$ cat src/rtl/input_debouncer_if.sv
// Input-port bundle: raw switch bank and enter button in, captured data,
// write strobe and debounced level out.
interface input_debouncer_if #(
  parameter int WIDTH_DATA_LENGTH = 8
);
  logic [WIDTH_DATA_LENGTH-1:0] Switches;
  logic                         Button;
  logic [WIDTH_DATA_LENGTH-1:0] Data;
  logic                         Write;
  logic                         Pressed;

  modport master (output Switches, Button, input  Data, Write, Pressed);
  modport slave  (input  Switches, Button, output Data, Write, Pressed);
endinterface

$ cat src/rtl/input_debouncer.sv
// Synchronises the switch bank and enter button, debounces the button and
// issues a one-cycle capture strobe per qualified press, plus optional auto-repeat.
module input_debouncer #(
  parameter int WIDTH_DATA_LENGTH = 8,
  parameter int DEBOUNCE_CYCLES   = 4,
  parameter int REPEAT_CYCLES     = 0
) (
  input  logic                Clk,
  input  logic                Rst,
  input_debouncer_if.slave    io
);
  localparam int CNT_W = $clog2(DEBOUNCE_CYCLES + 1);
  localparam logic [CNT_W-1:0] CNT_LAST = CNT_W'(DEBOUNCE_CYCLES - 1);
  localparam bit REP_EN = (REPEAT_CYCLES > 0);
  localparam int REP_W = (REPEAT_CYCLES > 1) ? $clog2(REPEAT_CYCLES) : 1;
  localparam logic [REP_W-1:0] REP_LAST = REP_W'((REPEAT_CYCLES > 0) ? REPEAT_CYCLES - 1 : 0);

  typedef enum logic [1:0] {IDLE, PRESS_WAIT, HELD, RELEASE_WAIT} state_t;

  state_t                       state, state_n;
  logic [CNT_W-1:0]             cnt, cnt_n;
  logic [REP_W-1:0]             rep, rep_n;
  logic [1:0]                   btn_sync;
  logic [WIDTH_DATA_LENGTH-1:0] sw_m, sw_s;
  logic                         btn_s;
  logic                         cap, press_set, press_clr;

  assign btn_s = btn_sync[1];

  // Two-flop synchronisers; switches are only sampled, never debounced.
  always_ff @(posedge Clk or negedge Rst) begin
    if (!Rst) begin
      btn_sync <= '0;
      sw_m     <= '0;
      sw_s     <= '0;
    end else begin
      btn_sync <= {btn_sync[0], io.Button};
      sw_m     <= io.Switches;
      sw_s     <= sw_m;
    end
  end

  always_ff @(posedge Clk or negedge Rst) begin
    if (!Rst) begin
      state <= IDLE;
      cnt   <= '0;
      rep   <= '0;
    end else begin
      state <= state_n;
      cnt   <= cnt_n;
      rep   <= rep_n;
    end
  end

  always_comb begin
    state_n   = state;
    cnt_n     = cnt;
    rep_n     = rep;
    cap       = 1'b0;
    press_set = 1'b0;
    press_clr = 1'b0;
    case (state)
      IDLE: begin
        if (btn_s) begin
          state_n = PRESS_WAIT;
          cnt_n   = '0;
        end
      end
      PRESS_WAIT: begin
        if (!btn_s) begin
          state_n = IDLE;
        end else if (cnt == CNT_LAST) begin
          state_n   = HELD;
          cap       = 1'b1;
          press_set = 1'b1;
          rep_n     = '0;
        end else begin
          cnt_n = cnt + 1'b1;
        end
      end
      HELD: begin
        if (!btn_s) begin
          state_n = RELEASE_WAIT;
          cnt_n   = '0;
        end else if (REP_EN) begin
          // Repeat period counts from HELD entry; rep freezes once release starts.
          if (rep == REP_LAST) begin
            cap   = 1'b1;
            rep_n = '0;
          end else begin
            rep_n = rep + 1'b1;
          end
        end
      end
      RELEASE_WAIT: begin
        if (btn_s) begin
          state_n = HELD;
          rep_n   = '0;
        end else if (cnt == CNT_LAST) begin
          state_n   = IDLE;
          press_clr = 1'b1;
        end else begin
          cnt_n = cnt + 1'b1;
        end
      end
      default: state_n = IDLE;
    endcase
  end

  always_ff @(posedge Clk or negedge Rst) begin
    if (!Rst) begin
      io.Data    <= '0;
      io.Write   <= 1'b0;
      io.Pressed <= 1'b0;
    end else begin
      io.Write <= cap;
      if (cap)       io.Data    <= sw_s;
      if (press_set) io.Pressed <= 1'b1;
      else if (press_clr) io.Pressed <= 1'b0;
    end
  end
endmodule

$ cat src/flat_wrapper.sv
// flat-port wrapper written by rule: the top's interface ports become plain ports
module input_debouncer_flat 
#(
  parameter int WIDTH_DATA_LENGTH = 8,
  parameter int DEBOUNCE_CYCLES   = 4,
  parameter int REPEAT_CYCLES     = 0
)
  (Clk, Rst, io_Switches, io_Button, io_Data, io_Write, io_Pressed);
  input_debouncer_if #(.WIDTH_DATA_LENGTH(WIDTH_DATA_LENGTH)) io_i ();
  input  logic Clk;
  input  logic Rst;
  input wire logic [$bits(io_i.Switches)-1:0] io_Switches;
  input wire logic [$bits(io_i.Button)-1:0] io_Button;
  output wire logic [$bits(io_i.Data)-1:0] io_Data;
  output wire logic [$bits(io_i.Write)-1:0] io_Write;
  output wire logic [$bits(io_i.Pressed)-1:0] io_Pressed;
  assign io_i.Switches = io_Switches;
  assign io_i.Button = io_Button;
  assign io_Data = io_i.Data;
  assign io_Write = io_i.Write;
  assign io_Pressed = io_i.Pressed;
  input_debouncer #(.WIDTH_DATA_LENGTH(WIDTH_DATA_LENGTH), .DEBOUNCE_CYCLES(DEBOUNCE_CYCLES), .REPEAT_CYCLES(REPEAT_CYCLES)) u_core (.Clk(Clk), .Rst(Rst), .io(io_i));
endmodule
$ cat config.mk
export PLATFORM = sky130hd
export DESIGN_NAME = input_debouncer_flat
export DESIGN_NICKNAME = d
export VERILOG_FILES = /design/src/rtl/input_debouncer_if.sv /design/src/rtl/input_debouncer.sv /design/src/flat_wrapper.sv
export SDC_FILE = /design/constraint.sdc
export NUM_CORES = 1
export LEC_CHECK = 0
export ABC_AREA = 0
export BUFFER_PORTS_ARGS = -buffer_cell sky130_fd_sc_hd__buf_4
export CORE_MARGIN = 4
export CORE_UTILIZATION = 45
export DETAILED_ROUTE_END_ITERATION = 12
export GPL_TIMING_DRIVEN = 0
export PLACE_DENSITY_LB_ADDON = 0.05
export SYNTH_ARGS = -nofsm -noshare
export SYNTH_HDL_FRONTEND = slang
export SYNTH_SLANG_ARGS = --single-unit
$ cat constraint.sdc
create_clock -name Clk -period 3.7 [get_ports Clk]
set_input_delay 0.555 -clock Clk [delete_from_list [all_inputs] [get_ports Clk]]
set_output_delay 0.555 -clock Clk [all_outputs]
set_load 0.01 [all_outputs]
==> reports/results.tsv, run 1 <==
metric	value	unit
status	finished, final reports clean	
cts_made_buffers	5	
cts.path.max_buffers	2	
grt_use_total	10.5	%
met1_usage	11.7	%
grt_pass1_wl	2.46	mm
met3_usage	7.01	%
tritoncts	built	
viasPerCell	4.73	
firstDrtPassIters	2	
grt_use_met2	15.2	%
h-tree-depth	2	
critical_path_class	register to register	
cap_violations	0	
start_kind	register	
post_cts_resized	0	
setup_tns	0	ns
yosysUniqueCellTypes	15	
layout_setup_ws	1.98	ns
switching_share	24.8	%
clkPwrFrac	29.8	%
drc_errors	0	
p_int	0.000688	W
clk_pin_slew	0.10	ns
cp-end-kind	register	
fp.dieH	57.0	µm
cts-root-buf	clkbuf_4	
synthesis.nets	79	
required	3.91	ns
final_max_slew_viol_count	0	
finalCriticalPeriod	1.72	ns
rows	17	
die_w	57.0	µm
min_path_type	input port to asynchronous set/reset pin	
worst_pin_slew	0.400	ns
start_util	48.0	%
finalSetupViolations	0	
gp_congestion	0.612	
powerDensity	676	nW/µm²
core_area	2250	µm²
seqPwrFrac	50.4	%
rsz0062_at_grt	no	
relSlewSlack	73.3	%
power_leakage	0.672	nW
cts_setup_buffers	0	
top_usage_layer	met2	
grt_pass1_vias	584	
dieArea	3250	µm²
grt_max_degree	34	
cp_data_arrival_time	1.93	ns
ys_seq_elements	33	
syn_inst	66	
wl_per_cell	12.0	µm
nFillCells	178	
finalHoldViolations	0	
antenna_cells	0	
clock_skew	0.0112	ns
worstPathMaxFanout	10	
route.vias.total	577	
syn_area	1080	µm²
p_switching	0.000226	W
hpwl	973	µm
drtAntennaViolNets	0	
final_core_util	60.0	%
grt_overflow	0	
final_nets	106	
peakVddDrop	0.398	mV
yosys_warnings	0	
place_ws	1.96	ns
cts_sinks	33	
clkLatencyLatePin	0.32	ns
wirelength	1.47	mm
drive_gt1_share	39.4	%
hold_buffers	0	
pin_count	21	
antenna_found_initial	0	
synth_area_per_cell	16.4	µm²
p_comb_share	19.8	%
post-route-period-util	46.6	%
yosysSeqAreaShare	76.3	%
drt-initial-drc-count	6	
placement.io_buffers	20	
areaGrowthSynthToFinish	25.0	%
max_freq	581	MHz
cells in the final DEF, fill, tap and decap left out:
cell / netlist / layout
dfrtp_1: 33 / 33
buf_4: 0 / 20
mux2_2: 7 / 7
o21ai_0: 7 / 7
clkbuf_4: 0 / 5
nand2_1: 4 / 4
inv_1: 3 / 3
or2b_1: 2 / 2
ha_1: 2 / 2
and2_1: 1 / 1
buf_6: 1 / 1
nand3_4: 1 / 1
mux2_4: 1 / 1
o31ai_1: 1 / 1
xnor2_1: 1 / 1
nor2_1: 1 / 1
or2_1: 1 / 1
clkbuf_8: 0 / 1
bufinv_16: 0 / 1
clkbuf_1: 0 / 1
cells in the mapped netlist:
master,count,area [µm²]
or2_1,1,6.26
ha_1,2,25.0
o31ai_1,1,7.51
nor2_1,1,3.75
nand3_4,1,17.5
inv_1,3,11.3
mux2_4,1,15.0
o21ai_0,7,35.0
and2_1,1,6.26
or2b_1,2,15.0
mux2_2,7,78.8
dfrtp_1,33,826
nand2_1,4,15.0
xnor2_1,1,8.76
buf_6,1,11.3
final timing paths:
path	start	to	slack, ns	cells after the start
worst min register to register	u_core.sw_m[4]$_DFF_PN0_	u_core.sw_s[4]$_DFF_PN0_	0.35	0
worst max-delay path	u_core.cnt[0]$_DFFE_PN0P_	u_core.io.Data[7]$_DFFE_PN0P_	1.98	6
worst max register to register	u_core.cnt[0]$_DFFE_PN0P_	u_core.io.Data[7]$_DFFE_PN0P_	1.98	6
min in group Clk	io_Switches[6]	u_core.sw_m[6]$_DFF_PN0_	0.33	1
max in group asynchronous	Rst	u_core.cnt[1]$_DFFE_PN0P_	3.26	1
worst min-delay path	Rst	u_core.sw_s[0]$_DFF_PN0_	0.15	1
flip-flops by register name (all words and copies together) (netlist names), named ones only:
signal,count
u_core.btn_sync,2
u_core.io.Data,8
u_core.io.Write,1
u_core.sw_m,8
u_core.state,1
u_core.cnt,3
u_core.sw_s,8
u_core.io.Pressed,1
power groups by stage:
stage                     Combinational [W]  Clock (W)  Sequential, W
after CTS                          0.000185   0.000285       0.000463
after global placement             0.000181          0       0.000466
after floorplan                   0.0000863          0       0.000478
after global routing               0.000204   0.000301       0.000471
final                              0.000182   0.000272       0.000461
after detailed placement           0.000184          0       0.000470
area by class of cell:
class                      instances  area (µm²)  share of cell area [%]
buffer                             1        11.3                   0.833
clock buffer                       7        55.1                    4.07
clock inverter                     1        30.0                    2.22
inverter                           3        11.3                   0.833
multi-input combinational         29         234                    17.3
sequential                        33         826                    61.1
tap                               28        35.0                    2.59
timing repair buffer              20         150                    11.1
logic make-up after synthesis:
logic type               share of synthesized area, %
XOR/XNOR                                        0.809
AO/OA/AOI/OAI                                    3.93
adder cells (fa/ha/maj)                          2.31
multiplexers                                     8.67
buffers and inverters                            2.08
AND/OR/NAND/NOR                                  5.90
flip-flops                                       76.3
layer usage:
metal,part of all wire (%),up-vias
met3,8.7,4
met2,46,19
li1,-,271
met5,0,-
met1,44,283
met4,1.4,0
worst max-delay path: stages, from the launching register on:
cell	delay (ns)
dfrtp_1	0.40
ha_1	0.20
ha_1	0.21
and2_1	0.17
buf_6	0.13
nand3_4	0.16
mux2_2	0.35
metrics by stage:
| step | std cells | hold slack [ns] | cell area, µm² | power (W) |
|---|---|---|---|---|
| after detailed placement | 114 | 0.336 | 1270 | 0.000654 |
| after CTS | 122 | 0.144 | 1350 | 0.000933 |
| after global routing | 122 | 0.153 | 1350 | 0.000976 |
| after global placement | 114 | 0.331 | 1270 | 0.000647 |
| final | 122 | 0.150 | 1350 | 0.000915 |
| after floorplan | 66 | 0.259 | 1080 | 0.000564 |
Power figures use the tool's default switching activity.
==> run 2: changes to the inputs <==
ABC_AREA = 1   (was 0)
clock period = 1.5 ns   (was 3.7 ns; I/O delays follow)
==> run 2 against run 1 <==
- die area up 4.8%
- first-iteration DRC count up 120%
- critical path depth unchanged
- cell area up 11%
- via count up 26%
- wire length up 18%
- area after synthesis up 5.5%
- sequential power up 150%
- clock power up 80%
- flip-flop and latch count unchanged
- total power up 140%
- clock skew up 0.0033 ns
==> reports/results.tsv, run 2 <==
metric	value	unit	change
required	1.74	ns	-2.17 ns
route.vias.total	726		+26%
dieArea	3410	µm²	+4.8%
tritoncts	built		
yosys_warnings	0		unchanged
clkPwrFrac	22.2	%	-7.6 points
core_area	2320	µm²	+2.8%
cp_data_arrival_time	1.61	ns	-0.32 ns
min_path_cells	0		
viasPerCell	4.54		-4.1%
synth_most_common_cell	dfrtp_1		
drtAntennaViolNets	0		unchanged
start_util	49.3	%	+1.3 points
clkLatencyLatePin	0.33	ns	about the same
grt_use_total	13.0	%	+2.4 points
ys.flop_type	dfrtp_1		
synth_edf_count	0		unchanged
final_cell_mix	dfrtp_1 (33), nand2_1 (28), buf_4 (21)		
cts.path.max_buffers	2		unchanged
clk_pin_slew	0.11	ns	about the same
drc_errors	0		unchanged
cts-root-buf	clkbuf_4		
post-route-period-util	91.7	%	+45 points
synth_area_per_cell	12.3	µm²	-25%
h-tree-depth	2		unchanged
p_switching	0.000705	W	+210%
r2r_cells	6		unchanged
antenna_cells	0		unchanged
finalSetupViolations	0		unchanged
cts_made_buffers	5		unchanged
place_inst	141		+24%
power	0.00221	W	+140%
worst_pin_slew	0.394	ns	-0.00590 ns
cap_violations	0		unchanged
powerDensity	1480	nW/µm²	+120%
max_freq	727	MHz	+25%
finalHoldViolations	0		unchanged
wirelength	1.74	mm	+18%
cp-end-kind	register		
seqPwrFrac	51.7	%	+1.3 points
grt_max_degree	34		unchanged
instances_no_fill	160		+31%
gp_congestion	0.719		+18%
rsz0062_at_grt	no		
clock_skew	0.0145	ns	+0.00329 ns
syn_inst	93		+41%
pin_count	21		unchanged
status	finished, final reports clean		
rows	17		unchanged
hpwl	1.15	mm	+19%
yosysSeqAreaShare	72.3	%	-4.0 points
synthTopCellsByArea	dfrtp_1 (72%), nand2_1 (9.2%), nand4_1 (4.4%), ha_1 (2.2%), buf_6 (2.0%)		
die_w	58.4	µm	+2.4%
async_reset_ff_share	100	%	unchanged
synth_largest_area_cell	dfrtp_1		
fp.dieH	58.4	µm	+2.4%
setup_tns	0	ns	unchanged
r2r-end	u_core.cnt[1]$_DFFE_PN0P_		
final_common_cell	dfrtp_1		
cts_sinks	33		unchanged
start_kind	register		
min_from	u_core.sw_m[3]$_DFF_PN0_		
ys_seq_elements	33		unchanged
power_leakage	0.783	nW	+17%
areaGrowthSynthToFinish	30.9	%	
grt_pass1_vias	762		+30%
multi_input_area	259	µm²	+11%
min_to	u_core.sw_s[3]$_DFF_PN0_		
ff2ff_setup_slack	0.13	ns	-1.85 ns
synthesis.nets	106		+34%
relSlewSlack	73.7	%	+0.39 points
grt_overflow	0		unchanged
final_max_slew_viol_count	0		unchanged
switching_share	31.9	%	+7.2 points
p_comb_share	26.1	%	+6.3 points
antenna_found_initial	0		unchanged
finalHoldWorstSlack	0.345	ns	+0.195 ns
worstPathMaxFanout	8		-2
placement.io_buffers	20		unchanged
firstDrtPassIters	4		+2
drt-initial-drc-count	13		+7
drive_gt1_share	28.0	%	-11 points
regArea	826	µm²	unchanged
p_int	0.00150	W	+120%
yosysUniqueCellTypes	14		-1
grt_pass1_wl	3.28	mm	+34%
regToRegStartpoint	u_core.cnt[0]$_DFFE_PN0P_		
peakVddDrop	0.872	mV	+120%
final_nets	144		+36%
critical_path_class	register to register		
wl_per_cell	10.9	µm	-9.7%
reg.largest.list	u_core.io.Data: 8 flops, u_core.sw_m: 8 flops, u_core.sw_s: 8 flops		
syn_area	1140	µm²	+5.5%
nFillCells	189		+6.2%
finalCriticalPeriod	1.37	ns	-0.348 ns
post_cts_resized	0		unchanged
synth_top_area_share	72.3	%	-4.0 points
synth.top_cells.by_count	dfrtp_1 (33), nand2_1 (28), nand4_1 (8)		
min_path_type	register to register		
## run 2: cell families after synthesis
group / after synthesis / synth area share (%)
and+or+nand+nor: 46 / 19.6
DFF: 33 / 72.3
buffers and inverters: 10 / 5.04
AOI/OAI and AO/OA: 2 / 0.876
adders and majority gates: 2 / 2.19
## run 2: power groups by stage
stage	sequential (W)	clock (W)	combinational, W
after global placement	0.00116	0	0.000532
after global routing	0.00117	0.000551	0.000659
after floorplan	0.00118	0	0.000297
after detailed placement	0.00116	0	0.000551
after CTS	0.00115	0.000512	0.000572
final	0.00114	0.000489	0.000577
## run 2: layer usage
layer / global-route usage (%) / share of wire [%] / vias up
met5: 0 / 0 / -
met4: 7.95 / 2.5 / 0
met3: 4.82 / 8.1 / 7
met2: 19.0 / 42 / 23
met1: 16.3 / 47 / 325
li1: - / - / 371
## run 2: worst max-delay path: stages (launching register included)
cell     delay [ns]
dfrtp_1        0.40
ha_1           0.20
ha_1           0.22
nand2_4        0.13
nand3_1        0.17
nand2_1        0.10
nand2_1        0.05
## run 2: through the flow
stage	utilization (%)	worst slack [ns]	area [µm²]
2_1_floorplan	-	0.243	1140
3_3_place_gp	57.3	0.148	1330
3_5_place_dp	57.3	0.0997	1330
4_1_cts	64.2	0.0785	1490
5_1_grt	64.5	0.0105	1500
6_report	64.5	0.125	1500
## run 2: layout make-up
| class | count | area share, % |
|---|---|---|
| buffer | 2 | 1.51 |
| clock buffer | 5 | 2.51 |
| clock inverter | 3 | 1.51 |
| inverter | 8 | 2.34 |
| multi-input combinational | 50 | 17.3 |
| sequential | 33 | 55.2 |
| tap | 28 | 2.34 |
| timing repair buffer | 31 | 17.2 |
## run 2: what timing repair did
item                       in CTS  in global routing
buffers inserted                0                  1
hold buffers                   10                  0
setup endpoints to repair       0                  1
hold endpoints to repair       42                  0
## run 2: worst max path at each step
stage	cells past startpoint	slack (ns)	end	startpoint
2_1_floorplan	6	0.24	u_core.io.Pressed$_DFFE_PN0P_	u_core.cnt[0]$_DFFE_PN0P_
3_3_place_gp	6	0.15	u_core.cnt[0]$_DFFE_PN0P_	u_core.cnt[0]$_DFFE_PN0P_
3_5_place_dp	6	0.1	u_core.cnt[0]$_DFFE_PN0P_	u_core.cnt[0]$_DFFE_PN0P_
4_1_cts	6	0.08	u_core.cnt[0]$_DFFE_PN0P_	u_core.cnt[0]$_DFFE_PN0P_
5_1_grt	7	0.01	u_core.io.Data[2]$_DFFE_PN0P_	u_core.cnt[0]$_DFFE_PN0P_
6_report	6	0.13	u_core.cnt[1]$_DFFE_PN0P_	u_core.cnt[0]$_DFFE_PN0P_
